===== src/rtl/branch_predict_resolve_unit.sv =====
`default_nettype none
// +--------------------------------------------------------------------------+
// | Module      : branch_predict_resolve_unit                                |
// | Description : Resolves RV32I conditional branches in EX, keeps a bimodal |
// |               table of saturating counters for IF prediction, and issues |
// |               a registered flush/redirect one cycle after a mispredict.  |
// | Optional    : BRANCH_STATS_EN adds stat_branches_o / stat_mispredicts_o  |
// |               (32-bit saturating event counters).                       |
// | Ports       : clk_i, rst_i          clock, synchronous active-high reset |
// |               if_pc_i               fetch PC used for table lookup       |
// |               if_pred_taken_o       MSB of indexed counter (comb)        |
// |               ex_valid_i/branch_i   EX slot holds a conditional branch   |
// |               ex_funct3_i           branch condition select              |
// |               ex_operand_a_i/b_i    rs1 / rs2 values                     |
// |               ex_pc_i, ex_target_i  branch PC and taken target           |
// |               ex_pred_taken_i       prediction carried from IF           |
// |               ex_taken_o            resolved outcome (comb)              |
// |               ex_illegal_o          funct3 010/011 while resolving       |
// |               flush_o               registered mispredict flush          |
// |               redirect_pc_o         registered correct next PC           |
// | Revision    : 1.0  initial release                                       |
// +--------------------------------------------------------------------------+
module branch_predict_resolve_unit #(
  parameter int XLEN        = 32,
  parameter int BHT_ENTRIES = 64,
  parameter int CTR_BITS    = 2
) (
  input  logic            clk_i,
  input  logic            rst_i,
  input  logic [XLEN-1:0] if_pc_i,
  output logic            if_pred_taken_o,
  input  logic            ex_valid_i,
  input  logic            ex_branch_i,
  input  logic [2:0]      ex_funct3_i,
  input  logic [XLEN-1:0] ex_operand_a_i,
  input  logic [XLEN-1:0] ex_operand_b_i,
  input  logic [XLEN-1:0] ex_pc_i,
  input  logic [XLEN-1:0] ex_target_i,
  input  logic            ex_pred_taken_i,
  output logic            ex_taken_o,
  output logic            ex_illegal_o,
  output logic            flush_o,
  output logic [XLEN-1:0] redirect_pc_o
`ifdef BRANCH_STATS_EN
  ,
  output logic [31:0]     stat_branches_o,
  output logic [31:0]     stat_mispredicts_o
`endif
);

  localparam int IDX_W = $clog2(BHT_ENTRIES);
  localparam logic [CTR_BITS-1:0] c_ctr_max  = {CTR_BITS{1'b1}};
  localparam logic [CTR_BITS-1:0] c_ctr_zero = {CTR_BITS{1'b0}};
  // Weakly not-taken: 0111..1
  localparam logic [CTR_BITS-1:0] c_ctr_init = {1'b0, {(CTR_BITS-1){1'b1}}};

  logic [CTR_BITS-1:0] bht_q [BHT_ENTRIES];
  logic                flush_q;
  logic [XLEN-1:0]     redirect_q;

  logic [IDX_W-1:0]    w_if_idx;
  logic [IDX_W-1:0]    w_ex_idx;
  logic                w_squash;
  logic                w_resolve;
  logic                w_illegal_f3;
  logic                w_cond;
  logic                w_update;
  logic                w_mispredict;
  logic [CTR_BITS-1:0] w_ex_ctr;
  logic [CTR_BITS-1:0] ctr_d;
  logic [XLEN-1:0]     redirect_d;

  // PC bits outside the index field do not address the table.
  logic unused_if_pc_bits;
  assign unused_if_pc_bits = ^{if_pc_i[XLEN-1:IDX_W+2], if_pc_i[1:0]};

  assign w_if_idx = if_pc_i[IDX_W+1:2];
  assign w_ex_idx = ex_pc_i[IDX_W+1:2];

  // Lookup reads the registered table only, so a same-cycle update to the
  // same entry is not visible until the following cycle.
  assign if_pred_taken_o = bht_q[w_if_idx][CTR_BITS-1];

  // The instruction in EX during the flush cycle is wrong-path.
  assign w_squash     = flush_q;
  assign w_resolve    = ex_valid_i & ex_branch_i & ~w_squash;
  assign w_illegal_f3 = (ex_funct3_i[2:1] == 2'b01);

  always_comb begin
    w_cond = 1'b0;
    case (ex_funct3_i)
      3'b000:  w_cond = (ex_operand_a_i == ex_operand_b_i);
      3'b001:  w_cond = (ex_operand_a_i != ex_operand_b_i);
      3'b100:  w_cond = ($signed(ex_operand_a_i) <  $signed(ex_operand_b_i));
      3'b101:  w_cond = ($signed(ex_operand_a_i) >= $signed(ex_operand_b_i));
      3'b110:  w_cond = (ex_operand_a_i <  ex_operand_b_i);
      3'b111:  w_cond = (ex_operand_a_i >= ex_operand_b_i);
      default: w_cond = 1'b0;
    endcase
  end

  assign ex_taken_o   = w_resolve & w_cond;
  assign ex_illegal_o = w_resolve & w_illegal_f3;
  assign w_update     = w_resolve & ~w_illegal_f3;
  assign w_mispredict = w_update & (ex_taken_o != ex_pred_taken_i);

  // Saturating counter step for the resolving entry.
  always_comb begin
    w_ex_ctr = bht_q[w_ex_idx];
    ctr_d    = w_ex_ctr;
    if (ex_taken_o) begin
      if (w_ex_ctr != c_ctr_max) begin
        ctr_d = w_ex_ctr + CTR_BITS'(1);
      end
    end else if (w_ex_ctr != c_ctr_zero) begin
      ctr_d = w_ex_ctr - CTR_BITS'(1);
    end
  end

  assign redirect_d = ex_taken_o ? ex_target_i : (ex_pc_i + XLEN'(4));

  always_ff @(posedge clk_i) begin
    if (rst_i) begin
      for (int i = 0; i < BHT_ENTRIES; i++) begin
        bht_q[i] <= c_ctr_init;
      end
      flush_q    <= 1'b0;
      redirect_q <= '0;
    end else begin
      if (w_update) begin
        bht_q[w_ex_idx] <= ctr_d;
      end
      flush_q <= w_mispredict;
      if (w_mispredict) begin
        redirect_q <= redirect_d;
      end
    end
  end

  assign flush_o       = flush_q;
  assign redirect_pc_o = redirect_q;

`ifdef BRANCH_STATS_EN
  logic [31:0] stat_br_q;
  logic [31:0] stat_mp_q;

  always_ff @(posedge clk_i) begin
    if (rst_i) begin
      stat_br_q <= 32'd0;
      stat_mp_q <= 32'd0;
    end else begin
      if (w_update && (stat_br_q != 32'hFFFF_FFFF)) begin
        stat_br_q <= stat_br_q + 32'd1;
      end
      if (w_mispredict && (stat_mp_q != 32'hFFFF_FFFF)) begin
        stat_mp_q <= stat_mp_q + 32'd1;
      end
    end
  end

  assign stat_branches_o    = stat_br_q;
  assign stat_mispredicts_o = stat_mp_q;
`endif

endmodule
`default_nettype wire


===== config.mk =====
export PLATFORM = sky130hd
export DESIGN_NAME = branch_predict_resolve_unit
export DESIGN_NICKNAME = d
export VERILOG_FILES = /design/src/rtl/branch_predict_resolve_unit.sv
export SDC_FILE = /design/constraint.sdc
export NUM_CORES = 1
export LEC_CHECK = 0
export CAP_MARGIN = 20
export CORE_MARGIN = 4
export CORE_UTILIZATION = 45
export DETAILED_ROUTE_END_ITERATION = 12
export PLACE_DENSITY = 0.82
export SYNTH_ARGS = -nofsm -noshare
export SYNTH_HDL_FRONTEND = slang
export SYNTH_SLANG_ARGS = --single-unit

===== constraint.sdc =====
create_clock -name clk_i -period 4.3 [get_ports clk_i]
set_input_delay 1.075 -clock clk_i [delete_from_list [all_inputs] [get_ports clk_i]]
set_output_delay 1.075 -clock clk_i [all_outputs]
set_load 0.02 [all_outputs]

==> out/qor.csv <==
stage,metric,value,unit
timing,worst-margin pin slew,810,ps
grt,M1 GR Usage,31.2,%
grt,initial antenna violation count,2,
critical_path,CP Max Fanout,8,
outcome,outcome,completed,
timing,f_max,0.233,GHz
critical_path,critical path arrival,3210,ps
route,Wirelength per Cell,22.1,microns
critical_path,"most used cell, CP",mux4_2,
grt,grt peak-use layer,met2,
die,Core Area,21200,sq um
die,Initial Utilization,46.0,%
die,die footprint,24000,sq um
cts,"Clk pin slew, worst setup/hold paths",60,ps
layout,Nets,1376,
timing,Final min period,4290,ps
route,Post-route DRC,0,
grt,largest net degree at the start of global routing,57,
critical_path,startpoint class of the critical path,input pin,
layout,Area growth syn-to-layout,37.7,%
cts,maximum buffer depth of the clock tree,2,
cts,hold_buf cts,0,
critical_path,Setup CP Type,input pin to output pin,
placed_design,Place WS,-814,ps
cts,clk_lat worst skew,450,ps
layout,final instance area,13400,sq um
power,Worst VDD drop,0.311,mV
power,P_leak,0.00504,uW
synth,synth warn,0,
cts,root buf cell,clkbuf_16,
critical_path,RR Endpoint,bht_q[60][0],
power,power per cell area,318,nW/um^2
critical_path,Worst EP required,3220,ps
synth,synthesized cell area,9730,sq um
synth,"EDFF count, synth",128,
timing,Final period util,99.7,%
cts,H-tree depth,4,
synth,Mapped Nets,1167,
worst_hold_path,Min-Delay Path Class,flop to flop,
placed_design,Post-DP HPWL,21500,microns
worst_hold_path,hold path startpoint,redirect_pc_o[30],
route,Pre-antenna DRT Iters,6,
synth,average cell area after synthesis,10.1,sq um
timing,setup TNS,0,ps
timing,hold slack,460,ps
synth,Mapped Cells,966,
route,Via-to-Cell Ratio,6.10,
synth,ys async rst share,0,%
placed_design,GPL Wtd Cong,0.892,
synth,Synth Flop Type,edfxtp_1,
layout,layout cell share with drive strength beyond 1,20.9,%
route,vias,8938,
grt,grt met2 use,42.5,%
cts,CTS sink cnt,161,
grt,grt ovf,0,
cts,CTS Buf Count,17,
timing,RSZ-0062 raised after global routing,true,
synth,count of state elements after synthesis,161,
timing,clock skew,13.0,ps
route,WL final,32300,microns
route,Final ANT Viol Nets,0,
grt,met3 Resource Use GR,6.79,%
timing,Pins Over Slew Limit,0,
timing,setup violators final,0,
placed_design,I/O Buffers,177,
cts,CTS tree,built,
critical_path,CP Capture Point,if_pred_taken_o,
synth,sequential area share after synthesis,46.3,%
route,Iter 0 DRT Violations,968,
layout,Multi-input gate area,4910,sq um
synth,post-synth cell types,59,
critical_path,CP max-delay cell,mux4_2,
flow_run,Max-Cap Viols,0,
die,Die Y,155,microns
grt,GRT Total Usage,25.3,%
timing,"Hold Vio Cnt, Final",0,
die,# rows,53,
critical_path,worst r2r src,bht_q[40][0],
layout,fill count,1581,
die,die outline width,155,microns
timing,Rel. slew slack,45.8,%
grt,vias in the first global route,8897,
grt,first-pass GRT wire length,47700,microns
critical_path,crit-path cells,buf_2 -> buf_12 -> mux4_2 -> mux4_2 -> mux4_2 -> buf_4,
critical_path,reg2reg path depth,8,
layout,FF/Latch Area,4500,sq um
die,IO Pins,204,
critical_path,slack of the worst reg-to-reg path,1640,ps
critical_path,crit end category,output pin,
timing,PnR worst setup slack,11.4,ps
critical_path,critical path's largest stage delay,550,ps
critical_path,crit path from,if_pc_i[2],
power,total power,4250,uW
placed_design,Placed Instance Area,12100,sq um
-- Yosys cell counts, types with 2 or more instances --
| master | instances | area [sq um] |
|---|---|---|
| nand2_1 | 146 | 548 |
| edfxtp_1 | 128 | 3840 |
| nor2_1 | 85 | 319 |
| a22oi_1 | 78 | 586 |
| nand3_1 | 77 | 385 |
| inv_1 | 73 | 274 |
| clkbuf_1 | 35 | 131 |
| dfxtp_1 | 33 | 661 |
| ha_1 | 33 | 413 |
| mux4_2 | 22 | 495 |
| xnor2_1 | 21 | 184 |
| o32ai_2 | 20 | 325 |
| nand4_1 | 19 | 119 |
| a21oi_1 | 18 | 90.1 |
| buf_6 | 17 | 191 |
| a22o_1 | 12 | 105 |
| buf_2 | 12 | 60.1 |
| and3_1 | 11 | 68.8 |
| nand2b_1 | 11 | 68.8 |
| buf_1 | 10 | 37.5 |
| nor3_1 | 10 | 50.1 |
| o21ai_0 | 10 | 50.1 |
| xor2_1 | 8 | 70.1 |
| a31oi_1 | 7 | 43.8 |
| a221oi_1 | 6 | 52.6 |
| nand3b_1 | 5 | 37.5 |
| nor4_1 | 5 | 31.3 |
| mux2i_1 | 4 | 40.0 |
| nor3b_1 | 4 | 30.0 |
| o32ai_1 | 4 | 35.0 |
| a21o_1 | 3 | 22.5 |
| and3b_1 | 3 | 26.3 |
| and4_1 | 3 | 26.3 |
| buf_4 | 3 | 22.5 |
| o211ai_1 | 3 | 22.5 |
| nor2b_1 | 2 | 12.5 |
| nor3b_2 | 2 | 25.0 |
| o221a_2 | 2 | 22.5 |
-- routing by layer --
| layer | vias to the layer above | part of all wire [%] | wire length [microns] |
|---|---|---|---|
| li1 | 3962 | - | - |
| met1 | 4277 | 36 | 11600 |
| met2 | 597 | 49 | 15900 |
| met3 | 102 | 11 | 3670 |
| met4 | 0 | 3.5 | 1130 |
| met5 | - | 0 | 0 |
-- flip-flops by register name, summed over array words and instances (netlist names) --
register	flops
bht_q	128
redirect_pc_o	32
flush_o	1
-- critical path, delay by kind of cell --
kind	cells	cell delay [ps]
mux	3	1610
buf+inv	3	520
-- area by class of cell --
cell class	count	area share (%)
clock inverters	15	1.70
clock buffers	17	3.18
diodes	2	0.0374
flip-flops and latches	161	33.6
multi-input cells	654	36.6
repair buffers	268	20.2
inverters	73	2.05
well taps	275	2.57
-- cell usage in the layout (no fill, tap or decap), drive strengths merged, types with 3 or more instances in the layout --
cell           netlist  routed
edfxtp             128     128
mux2i                4       4
a221oi               7       7
o32ai               24      24
ha                  33      33
and3b                3       3
nor3b                6       6
a21o                 3       3
clkinv               0       6
nor2                85      85
xnor2               21      21
a21oi               18      18
clkdlybuf4s50        0     116
and4                 3       3
o211ai               3       3
a31oi                7       7
xor2                 8       8
bufinv               0       4
o21ai               12      12
and3                11      11
nand3               77      77
nor4                 6       6
nand2              146     146
dlymetal6s2s         0      33
dfxtp               33      33
a22oi               78      78
nor3                10      10
inv                 73      76
nand2b              11      11
clkbuf              36      18
buf                 42      93
a22o                12      12
dlygate4sd2          0      22
mux4                22      22
nand3b               5       5
nand4               19      19
-- cell families (layout without fill, tap and decap cells) --
logic type / Yosys count / in the layout / synth area share, %
xor gates and xnor gates: 29 / 29 / 2.61
and+or+nand+nor: 388 / 388 / 18.5
other: 0 / 2 / 0
buffers and inverters: 151 / 373 / 7.42
adders and majority gates: 35 / 35 / 4.50
AOI/OAI and AO/OA: 176 / 176 / 15.1
DFF: 161 / 161 / 46.3
muxes: 26 / 26 / 5.50
-- worst min path at each step --
stage	end	cells past startpoint
floorplan	redirect_pc_o[1]	2
global route	redirect_pc_o[31]	2
CTS	redirect_pc_o[30]	2
finish	redirect_pc_o[30]	2
detailed placement	redirect_pc_o[30]	2
global placement	redirect_pc_o[30]	2
-- per-stage QoR --
| stage | utilization (%) | instances |
|---|---|---|
| 2_1_floorplan | - | 966 |
| 3_3_place_gp | 57.3 | 1412 |
| 3_5_place_dp | 57.3 | 1412 |
| 4_1_cts | 62.1 | 1458 |
| 5_1_grt | 63.3 | 1465 |
| 6_report | 63.3 | 1465 |
-- where the power goes --
part / internal, uW / switching, uW / total, uW / leakage (uW)
clock: 989 / 687 / 1680 / 0.000311
combinational: 398 / 438 / 836 / 0.00332
sequential: 1720 / 24.7 / 1740 / 0.00141
-- what timing repair did --
| item | in CTS | in global routing |
|---|---|---|
| cloned | 2 | 0 |
| buffers inserted | 12 | 5 |
| pin swaps | 31 | 34 |
| setup endpoints to repair | 2 | 84 |
| resized for setup | 92 | 59 |
(Power assumes the default switching activity.)
==> variant: new RTL, config.mk and constraints unchanged <==
Build with the macro `BRANCH_STATS_EN` defined.
--- a/src/rtl/branch_predict_resolve_unit.sv
+++ b/src/rtl/branch_predict_resolve_unit.sv
@@ -20,6 +20,8 @@
 // |               redirect_pc_o         registered correct next PC           |
 // | Revision    : 1.0  initial release                                       |
 // +--------------------------------------------------------------------------+
+`define BRANCH_STATS_EN
+
 module branch_predict_resolve_unit #(
   parameter int XLEN        = 32,
   parameter int BHT_ENTRIES = 64,
New outputs: stat_branches_o and stat_mispredicts_o. Function: not settled (the Yosys comparison gave no result); the edit may change what the design does.
==> variant against the original RTL <==
- synthesized area up 30%
- sequential power grew 35%
- design area grew 29%
- wire length grew 31%
- sequential cell count rose by 64
- first-iteration DRC count grew 42%
- power rose by 30%
- final cell count grew 39%
- critical path depth rose by 5
- register-to-register slack lost 300 ps
- setup slack better by 11 ps
- largest power group unchanged
==> variant: results (changes against the original RTL) <==
Status
  – Status: completed (unchanged)

Global route
  – Vias in the first global route: 12.1k (was 8897)
  – Largest net degree at the start of global routing: 82 (was 57)

Critical path
  – Slowest library cell on the worst path: nor4_1 (was mux4_2)
  – Worst reg2reg setup slack: 1340 ps (was 1640 ps)
  – Worst Reg2Reg Path Length in Cells: 9 (was 8)

Synth
  – Top post-synthesis cells by count: nand2_1, nor2_1, edfxtp_1 (was nand2_1, edfxtp_1, nor2_1)
  – Sequential element share of the synthesized area: 45.7% (was 46.3%)
  – Post-synthesis xor/xnor area fraction: 3.58% (was 2.61%)
  – Post-Synth Adder-Cell Area: 3.62% (was 4.50%)
  – Post-synthesis mux area share: 4.48% (was 5.50%)
  – Largest cells by area after synthesis: edfxtp_1, dfxtp_1, nand2_1, nor2_1, nand3_1 (was edfxtp_1, dfxtp_1, a22oi_1, nand2_1, mux4_2)

Placed design
  – Port buffer count: 241 (was 177)
  – Post-DP Area: 0.0160 mm2 (was 0.0121 mm2)
  – DP HPWL: 29200 um (was 21500 um)
  – Routability Congestion: 0.913 (was 0.892)

Timing
  – Fin Clk Skew: 21.9 ps (was 13.0 ps)
  – Relative slew slack: 42.3% (was 45.8%)
  – Min Hold Slack: 451 ps (was 460 ps)

Routing
  – Vias per cell: 6.06 (was 6.10)
  – DR iter-0 viols: 1378 (was 968)

Pwr
  – Peak supply drop: 321 uV (was 311 uV)
  – Leakage: 6.11 nW (was 5.04 nW)

Clock tree
  – H-tree Lvls: 1 (was 4)
  – Clk buf depth: 3 (was 2)

Worst hold path
  – WHS Endpoint: redirect_pc_o[0]$_SDFFE_PP0P_ (was redirect_pc_o[30]$_SDFFE_PP0P_)
==> variant: cell count changes in the layout (fill, tap and decap cells not counted), sizes merged, moves of 30 or more <==
cell           change
a21oi             +50
nor2              +63
dfxtp             +64
clkbuf            +65
a22oi             -30
clkdlybuf4s50     +56
==> variant: cells by family (layout without fill, tap and decap cells) <==
group / count (synthesis) / count (layout)
simple gates: 605 / 605
compound gates: 255 / 255
flops: 225 / 225
buf+inv: 161 / 450
xor+xnor: 51 / 51
fa+ha+maj: 37 / 37
mux: 30 / 30
other cells: 0 / 2
==> variant: area by class of cell <==
class | instances | area share, %
flip-flops and latches | 225 | 33.5
clock inverters | 10 | 0.602
clock buffers | 38 | 4.52
diodes | 2 | 0.0290
repair buffers | 344 | 18.5
well taps | 378 | 2.74
multi-input cells | 978 | 38.8
inverters | 58 | 1.26
==> variant: how the worst max path moves through the flow <==
| stage | startpoint | endpoint | slack (ps) | cells past startpoint |
|---|---|---|---|---|
| finish | ex_operand_a_i[24] | ex_taken_o | 20 | 11 |
| global placement | ex_operand_b_i[7] | ex_taken_o | -760 | 12 |
| detailed placement | ex_operand_b_i[11] | ex_taken_o | -810 | 12 |
| global route | ex_operand_a_i[27] | ex_taken_o | -160 | 11 |
| floorplan | if_pc_i[2] | if_pred_taken_o | 6 | 5 |
| CTS | ex_operand_b_i[17] | ex_taken_o | -30 | 12 |
==> variant: routing by layer <==
layer,routed length (um),GRT usage [%],vias to the layer above
li1,-,-,5573
met1,15500,32.4,5809
met2,20100,42.8,740
met3,4070,5.02,201
met4,2660,13.3,0
met5,0,0,-
==> variant: where the power goes <==
part / switching (mW) / internal, mW
Sequential: 0.0307 / 2.32
Combinational: 0.497 / 0.411
Clock: 0.886 / 1.37
==> variant: through the flow <==
stage	setup WS (ps)	TNS [ps]	utilization, %	instances
final	22.0	0	62.1	2033
after global routing	-156	-156	62.1	2032
after CTS	-34.6	-34.6	62.1	2023
after detailed placement	-814	-21360	57.4	1960
after global placement	-764	-11590	57.4	1960
after floorplan	6.42	0	-	1364
==> variant: worst max-delay path, delay by kind of cell <==
kind,cells,cell delay [ps]
buffers and inverters,5,810
AND/OR/NAND/NOR,3,670
AO/OA/AOI/OAI,1,130
adder cells (fa/ha/maj),1,310
multiplexers,1,200
==> variant: repair_timing <==
action	4_1_cts	5_1_grt
resized for setup	133	115
pin swaps	30	39
buffers inserted	13	9
gates cloned	2	0
setup endpoints to repair	2	1
